$ cat src/rtl/bht_access_scheduler.sv
`default_nettype none
// ============================================================================
//  Module      : bht_access_scheduler
//  Description : Sole owner of a single-ported 2-bit branch history table.
//                Clears the table after reset, then arbitrates prediction
//                lookups against queued read-modify-write counter updates.
//  Revision    : 1.0 - initial release
// ============================================================================
module bht_access_scheduler #(
    parameter int INDEX_WIDTH = 10,
    parameter int QUEUE_DEPTH = 4
) (
    input  logic                   clk,
    input  logic                   rst,
    input  logic                   lookup_valid,
    input  logic [INDEX_WIDTH-1:0] lookup_index,
    output logic                   lookup_ready,
    output logic                   pred_valid,
    output logic [1:0]             pred_state,
    output logic                   pred_taken,
    input  logic                   resolve_valid,
    input  logic [INDEX_WIDTH-1:0] resolve_index,
    input  logic                   resolve_taken,
    output logic                   resolve_ready,
    output logic                   init_busy,
    output logic                   tbl_en,
    output logic                   tbl_we,
    output logic [INDEX_WIDTH-1:0] tbl_addr,
    output logic [1:0]             tbl_wdata,
    input  logic [1:0]             tbl_rdata
);

    localparam int                     c_ptr_w      = $clog2(QUEUE_DEPTH);
    localparam logic [c_ptr_w:0]       c_depth      = (c_ptr_w + 1)'(QUEUE_DEPTH);
    localparam logic [INDEX_WIDTH-1:0] c_last_index = '1;
    localparam logic [1:0]             c_weak_nt    = 2'b01;

    typedef enum logic [1:0] {
        ST_INIT   = 2'd0,
        ST_IDLE   = 2'd1,
        ST_UPD_RD = 2'd2,
        ST_UPD_WR = 2'd3
    } state_t;

    state_t                 r_state;
    state_t                 w_state_nxt;
    logic [INDEX_WIDTH-1:0] r_sweep_cnt;

    // Pending-update FIFO
    logic [INDEX_WIDTH-1:0] r_q_index [QUEUE_DEPTH];
    logic                   r_q_taken [QUEUE_DEPTH];
    logic [c_ptr_w-1:0]     r_wr_ptr;
    logic [c_ptr_w-1:0]     r_rd_ptr;
    logic [c_ptr_w:0]       r_count;

    logic                   r_pred_valid;
    logic [1:0]             r_pred_hold;

    logic                   w_full;
    logic                   w_enq;
    logic                   w_deq;
    logic                   w_lookup_acc;
    logic [INDEX_WIDTH-1:0] w_head_index;
    logic                   w_head_taken;
    logic [1:0]             w_sat_next;

    assign w_full        = (r_count == c_depth);
    assign resolve_ready = (r_state != ST_INIT) && (r_count < c_depth);
    assign w_enq         = resolve_valid && resolve_ready;
    assign w_head_index  = r_q_index[r_rd_ptr];
    assign w_head_taken  = r_q_taken[r_rd_ptr];
    assign init_busy     = (r_state == ST_INIT);

    // The read result arrives combinationally in the cycle after the lookup;
    // outside that cycle the last prediction is replayed from the hold reg.
    assign pred_valid    = r_pred_valid;
    assign pred_state    = r_pred_valid ? tbl_rdata : r_pred_hold;
    assign pred_taken    = pred_state[1];

    // Saturating 2-bit counter step for the head update
    always_comb begin
        w_sat_next = tbl_rdata;
        if (w_head_taken) begin
            if (tbl_rdata != 2'b11) w_sat_next = tbl_rdata + 2'b01;
        end else begin
            if (tbl_rdata != 2'b00) w_sat_next = tbl_rdata - 2'b01;
        end
    end

    // State register and sweep counter
    always_ff @(posedge clk or posedge rst) begin
        if (rst) begin
            r_state     <= ST_INIT;
            r_sweep_cnt <= '0;
        end else begin
            r_state <= w_state_nxt;
            if (r_state == ST_INIT) r_sweep_cnt <= r_sweep_cnt + 1'b1;
        end
    end

    // Next-state decode and table port / handshake outputs
    always_comb begin
        w_state_nxt  = r_state;
        tbl_en       = 1'b0;
        tbl_we       = 1'b0;
        tbl_addr     = '0;
        tbl_wdata    = 2'b00;
        lookup_ready = 1'b0;
        w_lookup_acc = 1'b0;
        w_deq        = 1'b0;
        case (r_state)
            ST_INIT: begin
                tbl_en    = 1'b1;
                tbl_we    = 1'b1;
                tbl_addr  = r_sweep_cnt;
                tbl_wdata = c_weak_nt;
                if (r_sweep_cnt == c_last_index) w_state_nxt = ST_IDLE;
            end
            ST_IDLE: begin
                // A full queue must drain first, otherwise lookups win
                if (w_full) begin
                    w_state_nxt = ST_UPD_RD;
                end else if (lookup_valid) begin
                    lookup_ready = 1'b1;
                    w_lookup_acc = 1'b1;
                    tbl_en       = 1'b1;
                    tbl_addr     = lookup_index;
                end else if (r_count != '0) begin
                    w_state_nxt = ST_UPD_RD;
                end
            end
            ST_UPD_RD: begin
                tbl_en      = 1'b1;
                tbl_addr    = w_head_index;
                w_state_nxt = ST_UPD_WR;
            end
            ST_UPD_WR: begin
                tbl_en      = 1'b1;
                tbl_we      = 1'b1;
                tbl_addr    = w_head_index;
                tbl_wdata   = w_sat_next;
                w_deq       = 1'b1;
                w_state_nxt = ST_IDLE;
            end
            default: w_state_nxt = ST_INIT;
        endcase
    end

    // FIFO pointers and occupancy
    always_ff @(posedge clk or posedge rst) begin
        if (rst) begin
            r_wr_ptr <= '0;
            r_rd_ptr <= '0;
            r_count  <= '0;
        end else begin
            if (w_enq) r_wr_ptr <= r_wr_ptr + 1'b1;
            if (w_deq) r_rd_ptr <= r_rd_ptr + 1'b1;
            case ({w_enq, w_deq})
                2'b10:   r_count <= r_count + 1'b1;
                2'b01:   r_count <= r_count - 1'b1;
                default: r_count <= r_count;
            endcase
        end
    end

    // FIFO storage; contents are only meaningful below the occupancy count
    always_ff @(posedge clk) begin
        if (w_enq) begin
            r_q_index[r_wr_ptr] <= resolve_index;
            r_q_taken[r_wr_ptr] <= resolve_taken;
        end
    end

    // Prediction pulse and last-value hold; reset drops any owed pulse
    always_ff @(posedge clk or posedge rst) begin
        if (rst) begin
            r_pred_valid <= 1'b0;
            r_pred_hold  <= 2'b00;
        end else begin
            r_pred_valid <= w_lookup_acc;
            if (r_pred_valid) r_pred_hold <= tbl_rdata;
        end
    end

endmodule
`default_nettype wire

$ cat config.mk
export PLATFORM = sky130hd
export DESIGN_NAME = bht_access_scheduler
export DESIGN_NICKNAME = d
export VERILOG_FILES = /design/src/rtl/bht_access_scheduler.sv
export SDC_FILE = /design/constraint.sdc
export NUM_CORES = 1
export LEC_CHECK = 0
export BUFFER_PORTS_ARGS = -buffer_cell sky130_fd_sc_hd__buf_4
export CAP_MARGIN = 20
export CORE_MARGIN = 2
export CORE_UTILIZATION = 55
export CTS_BUF_LIST = sky130_fd_sc_hd__clkbuf_2 sky130_fd_sc_hd__clkbuf_4 sky130_fd_sc_hd__clkbuf_8
export CTS_CLUSTER_SIZE = 30
export DETAILED_ROUTE_END_ITERATION = 8
export PLACE_DENSITY_LB_ADDON = 0.25
export SKIP_LAST_GASP = 1
export SLEW_MARGIN = 5
export SYNTH_ARGS = -nofsm -noshare
export SYNTH_HDL_FRONTEND = slang
export SYNTH_SLANG_ARGS = --single-unit
$ cat constraint.sdc
create_clock -name clk -period 3.4 [get_ports clk]
set_input_delay 0.68 -clock clk [delete_from_list [all_inputs] [get_ports clk]]
set_output_delay 0.68 -clock clk [all_outputs]
set_load 0.01 [all_outputs]
After elaboration in Yosys (flattened, before gate mapping):

Memory sizes are Yosys's and may differ from the RTL's.
Index checks and enable logic that the tools add are counted.

* bits in registers: 22
* bits in writable memories: 44
* bits of input ports: 27
* output and inout port bits: 21
* logic and storage cells: 61
* memories kept: 2

Memories
* r_q_index: words 4, width 10, read ports 1, clocked after memory_dff 0, write ports 1, line 50 `logic [INDEX_WIDTH-1:0] r_q_index [QUEUE_DEPTH];`
* r_q_taken: words 4, width 1, read ports 1, clocked after memory_dff 0, write ports 1, line 51 `logic r_q_taken [QUEUE_DEPTH];`

* add/sub/neg operators: 7
* $lt $le $gt $ge: 1
* equality and inequality tests: 11
* muxes and demuxes: 22
* reduce and logical (&&, ||, !) cells: 11

Operators by type and width (count)
* one-hot mux 10 bit (3 select lines): 1
* 2-to-1 mux 10 bit: 2
* 2-to-1 mux 2 bit: 8
* adder 10 x 1 -> 10 bit, second input constant: 1
* equality test 10 bit, second input constant: 1
* one-hot mux 2 bit (4 select lines): 1
* 2-to-1 mux 1 bit: 7
* adder 2 x 1 -> 2 bit, second input constant: 3
* equality test 2 bit, second input constant: 3
* != test 3 bit, second input constant: 2
* one-hot mux 3 bit (2 select lines): 1
* nonzero test 2 bit: 3
* equality test 2 x 1 -> 1 bit, second input constant: 2
* one-hot mux 2 bit (2 select lines): 1
* OR reduction 2 bit: 2
* adder 3 x 1 -> 3 bit, second input constant: 1
* equality test 3 bit, second input constant: 1
* less-than comparator 3 bit, second input constant: 1
* AND reduction 3 bit: 1
* nonzero test 3 bit: 1
* OR reduction 3 bit: 1
* subtractor 3 x 1 -> 3 bit, second input constant: 1
* logical AND 1 bit: 2
* zero test 2 bit: 1
* other kinds (4): 4

Longest topological paths before layout:

* word-level depth: 5
* mapped depth: 10
* depth with buffers taken out: 10

Least setup slack after synthesis:

OpenSTA, ideal clock, no wires.

* kind: reg2reg
* start: reg r_state[0]
* end: reg r_count[2]
* arrival: 2.247 ns
* data required time: 3.275 ns
* path slack: 1.028 ns
* stages on the path, launching flop included: 11
* buffers on the path: 0
* period minus slack after synthesis: 2.372 ns
* cells stage by stage: dfrtp_1 inv_1 ha_1 nor2_1 and2_1 inv_1 ha_1 fa_1 xnor2_1 nor2_1 xor2_1

* cells in the longest elaborated chain, start to end: 5
* elaborated cells on any way between the ends: 9
* classes of those cells: eq/ne (3); mux (2); reduce/logical (4)

Ends and longest elaborated chain
* start: declaration: line 45 `state_t r_state;`
* start signal: assignment: line 96 `r_state <= w_state_nxt;`
* nonzero test 2 bit *: line 68 `assign resolve_ready = (r_state != ST_INIT) && (r_count < c_depth);`
* logical AND 1 bit *: line 68
* named net resolve_ready: line 24 `output logic resolve_ready,`
* logical AND 1 bit *: line 69 `assign w_enq = resolve_valid && resolve_ready;`
* equality test 2 x 1 -> 1 bit or equality test 2 bit (tied branches): line 158 `case ({w_enq, w_deq})`
* one-hot mux 3 bit (2 select lines) or nonzero test 2 bit (tied branches)
* end signal: assignment: line 159 `2'b10: r_count <= r_count + 1'b1;`
* end signal: assignment: line 160 `2'b01: r_count <= r_count - 1'b1;`
* end signal: assignment: line 161 `default: r_count <= r_count;`
* end: declaration: line 54 `logic [c_ptr_w:0] r_count;`

The timed path passes the listed nets; every way through them passes the cells marked *.
A chain may end at the register's enable or synchronous reset.

Worst setup path after layout:

* start: reg r_rd_ptr[0]
* end: out tbl_addr[9]

* cells in the longest elaborated chain, start to end: 2

Ends and longest elaborated chain
* start: declaration: line 53 `logic [c_ptr_w-1:0] r_rd_ptr;`
* start signal: assignment: line 157 `if (w_deq) r_rd_ptr <= r_rd_ptr + 1'b1;`
* memory (4 x 10 bit)
* one-hot mux 10 bit (3 select lines): line 111 `case (r_state)`
* end: declaration: line 28 `output logic [INDEX_WIDTH-1:0] tbl_addr,`

Every way passes these cells.

==> metrics.txt <==
status complete, no violations; clk buf depth 2; top post-synthesis cells by area edfxtp_1 (44%), dfrtp_1 (18%), mux4_2 (7.5%); die height 77.7 µm; Initial Utilization 57.8%; clock slew at reported path FFs 0.07 ns; fin. max-slew vios 0; CP peak stage delay 0.65 ns; number of port buffers 47; latest clock arrival within the worst-skew pair about 0.33 ns; WP data required 2.72 ns; DP Wirelength 3880 µm; TritonCTS clock tree done; CP Max Fanout 9; Netlist cell types 34; min-delay src r_count[2]$_DFFE_PP0P_; final setup fails 0; GRT Total Usage ~20%; share of cells above drive strength 1 between 30% and 40%; Cell Area, Placed 3400 µm²; number of global-route vias before repair 1814; R2R depth 10; Num CTS Buffers 9; Hold Crit Class reg2reg; H-tree depth reported by CTS 3; Multi-input gate area 1040 µm²; Post-Synth Adder-Cell Area 5.65%; vias per inst between 5 and 6; clk root buf clkbuf_8; Syn-to-layout area delta 20.9%; Synth async-reset ratio 33.3%; fin area 3610 µm²; initial antenna violation count 0; First-pass DRT Iterations 4; worst path cell trace buf_4 > mux4_2 > a32oi_1 > o21ai_0 > buf_4; gpl congestion 0.788; # nets final about 290; total area of sequential cells around 1900 µm²; Vias 1819; Compound-Gate Fraction of Synth Area under 10%; top_reg_cell synth edfxtp_1; Fin. Hold Viols 0; fin crit share ~86%; Post-CTS Setup Bufs 0; Leak Pwr approximately 1.4 nW; Final Skew 0.00796 ns; Die ar. around 6000 µm²; Seq/Total Area, Yosys 62.6%; Initial DRC Count 67; Synthesis Warnings 0; Worst Path Class, Setup reg2out; synthesized area 2990 µm²; Synth Register Bits between 60 and 70; Hold EP r_count[2]$_DFFE_PP0P_; Power Density between 800 and 900 nW/µm²; CTS resizes 0; num ports 48; top-area cell type share of the netlist area 44.2%; f_max 0.343 GHz; MaxCap Viol Count 0; GRT Residual Overflow 0; Worst Max-Slew Pin Slew 0.891 ns; Data arrival, critical path 2.24 ns; Slew HR about two fifths; CP max-delay cell dfrtp_1; largest net degree at the start of global routing 32; most frequent cell after synthesis edfxtp_1; Die X-Extent 77.7 µm; RSZ-0062 raised after global routing false; Antenna Nets Post-Route 0; VDD IR max 0.000575 V; mux contribution to synthesized area about a tenth; Syn Inst Count 200; Site Rows 26; fillcell total approximately 360; CP most frequent cell buf_4; Post-CTS Hold Buffers 0; RR Startpoint r_state[0]$_DFFE_PP0P_; CTS Sinks 66; Fin Setup TNS 0 ns; largest area contributor in the netlist edfxtp_1; r2r setup slk around 0.96 ns; fraction of the mapped netlist area in simple logic gates 6.91%; Syn Area/Cell 14.9 µm²; R2R Path End r_count[2]$_DFFE_PP0P_; WL/cell 16.9 µm; Residual DRC 0; post-synthesis xor/xnor area fraction 4.40%; kind of end point of the critical path primary output; crit start category flop; first-pass GRT wire length 8910 µm; Mapped Nets 239; ant diodes 0; largest family of logic cells by synthesized area multiplexers; hold path depth 1; hold slack 0.492 ns; top cells by count, synth edfxtp_1 (44), dfrtp_1 (22), nand2_1 (16), ha_1 (11); Final Critical Period 2.92 ns; Post-synth EDFFs 44; final WL 5480 µm; core outline area ~5200 µm²
-- layout by cell type, fill, tap and decap left out, types with 4 or more instances in the layout --
cell type / count
ha_1: 11
nand2_1: 16
mux4_2: 10
dfrtp_1: 22
xnor2_1: 9
nand4_1: 5
edfxtp_1: 44
clkbuf_8: 9
buf_4: 49
xor2_1: 6
mux2_2: 5
and3_1: 6
o21ai_0: 10
nor2_1: 4
a32oi_1: 10
inv_1: 8
-- sequential cells by signal, summed over array words and instances (netlist names) --
name         cells
r_wr_ptr         2
r_q_taken        4
r_state          2
r_q_index       40
r_rd_ptr         2
r_pred_hold      2
r_sweep_cnt     10
pred_valid       1
r_count          3
-- through the flow --
stage	worst slack [ns]	cells	total power, mW	util, %
after floorplan	1.03	200	2.06	-
after global placement	0.871	309	2.48	65.7
after detailed placement	0.824	309	2.52	65.7
after CTS	0.451	325	3.23	69.9
after global routing	0.333	325	3.40	69.9
final	0.482	325	3.19	69.9
-- where the power goes --
part	total, mW	leakage [nW]	internal, mW	switching, mW
registers	1.22	0.671	1.05	0.172
clock network	0.706	0.107	0.411	0.295
logic	1.27	0.655	0.648	0.622
-- cell type report --
type,count,area share (%)
Tap cell,70,2.42
Inverter,8,0.831
Clock buffer,9,3.43
Timing Repair Buffer,49,10.2
Multi-Input combinational cell,116,28.7
Clock inverter,7,2.60
Sequential cell,66,51.8
-- how the worst max path moves through the flow --
stage	to	startpoint	depth (start not counted)	slack, ns
after floorplan	r_count[2]$_DFFE_PP0P_	r_state[0]$_DFFE_PP0P_	10	1.03
after global placement	tbl_wdata[1]	r_rd_ptr[0]$_DFFE_PP0P_	4	0.87
after detailed placement	tbl_addr[0]	r_rd_ptr[0]$_DFFE_PP0P_	5	0.82
after CTS	tbl_addr[9]	r_rd_ptr[0]$_DFFE_PP0P_	5	0.45
after global routing	tbl_addr[9]	r_rd_ptr[0]$_DFFE_PP0P_	5	0.33
final	tbl_addr[9]	r_rd_ptr[0]$_DFFE_PP0P_	5	0.48
-- cell families (layout without fill, tap and decap cells) --
group,count (synthesis),after routing
AOI/OAI and AO/OA,31,31
xor gates and xnor gates,15,15
adders and majority gates,13,13
buffers and inverters,18,73
DFF,66,66
muxes,16,16
and+or+nand+nor,41,41
-- routing by layer --
metal	track usage, %	part of all wire [%]
met5	0	0
met4	6.96	0.77
met3	5.58	4.6
met2	29.9	50
met1	27.3	45
-- worst max-delay path, delay by kind of cell, from the launching register on --
kind                   cells  cell delay, ns
DFF                        1            0.65
AOI/OAI and AO/OA          2            0.33
buffers and inverters      2            0.40
muxes                      1            0.52
Note: power is estimated with default switching activity, not from simulation.
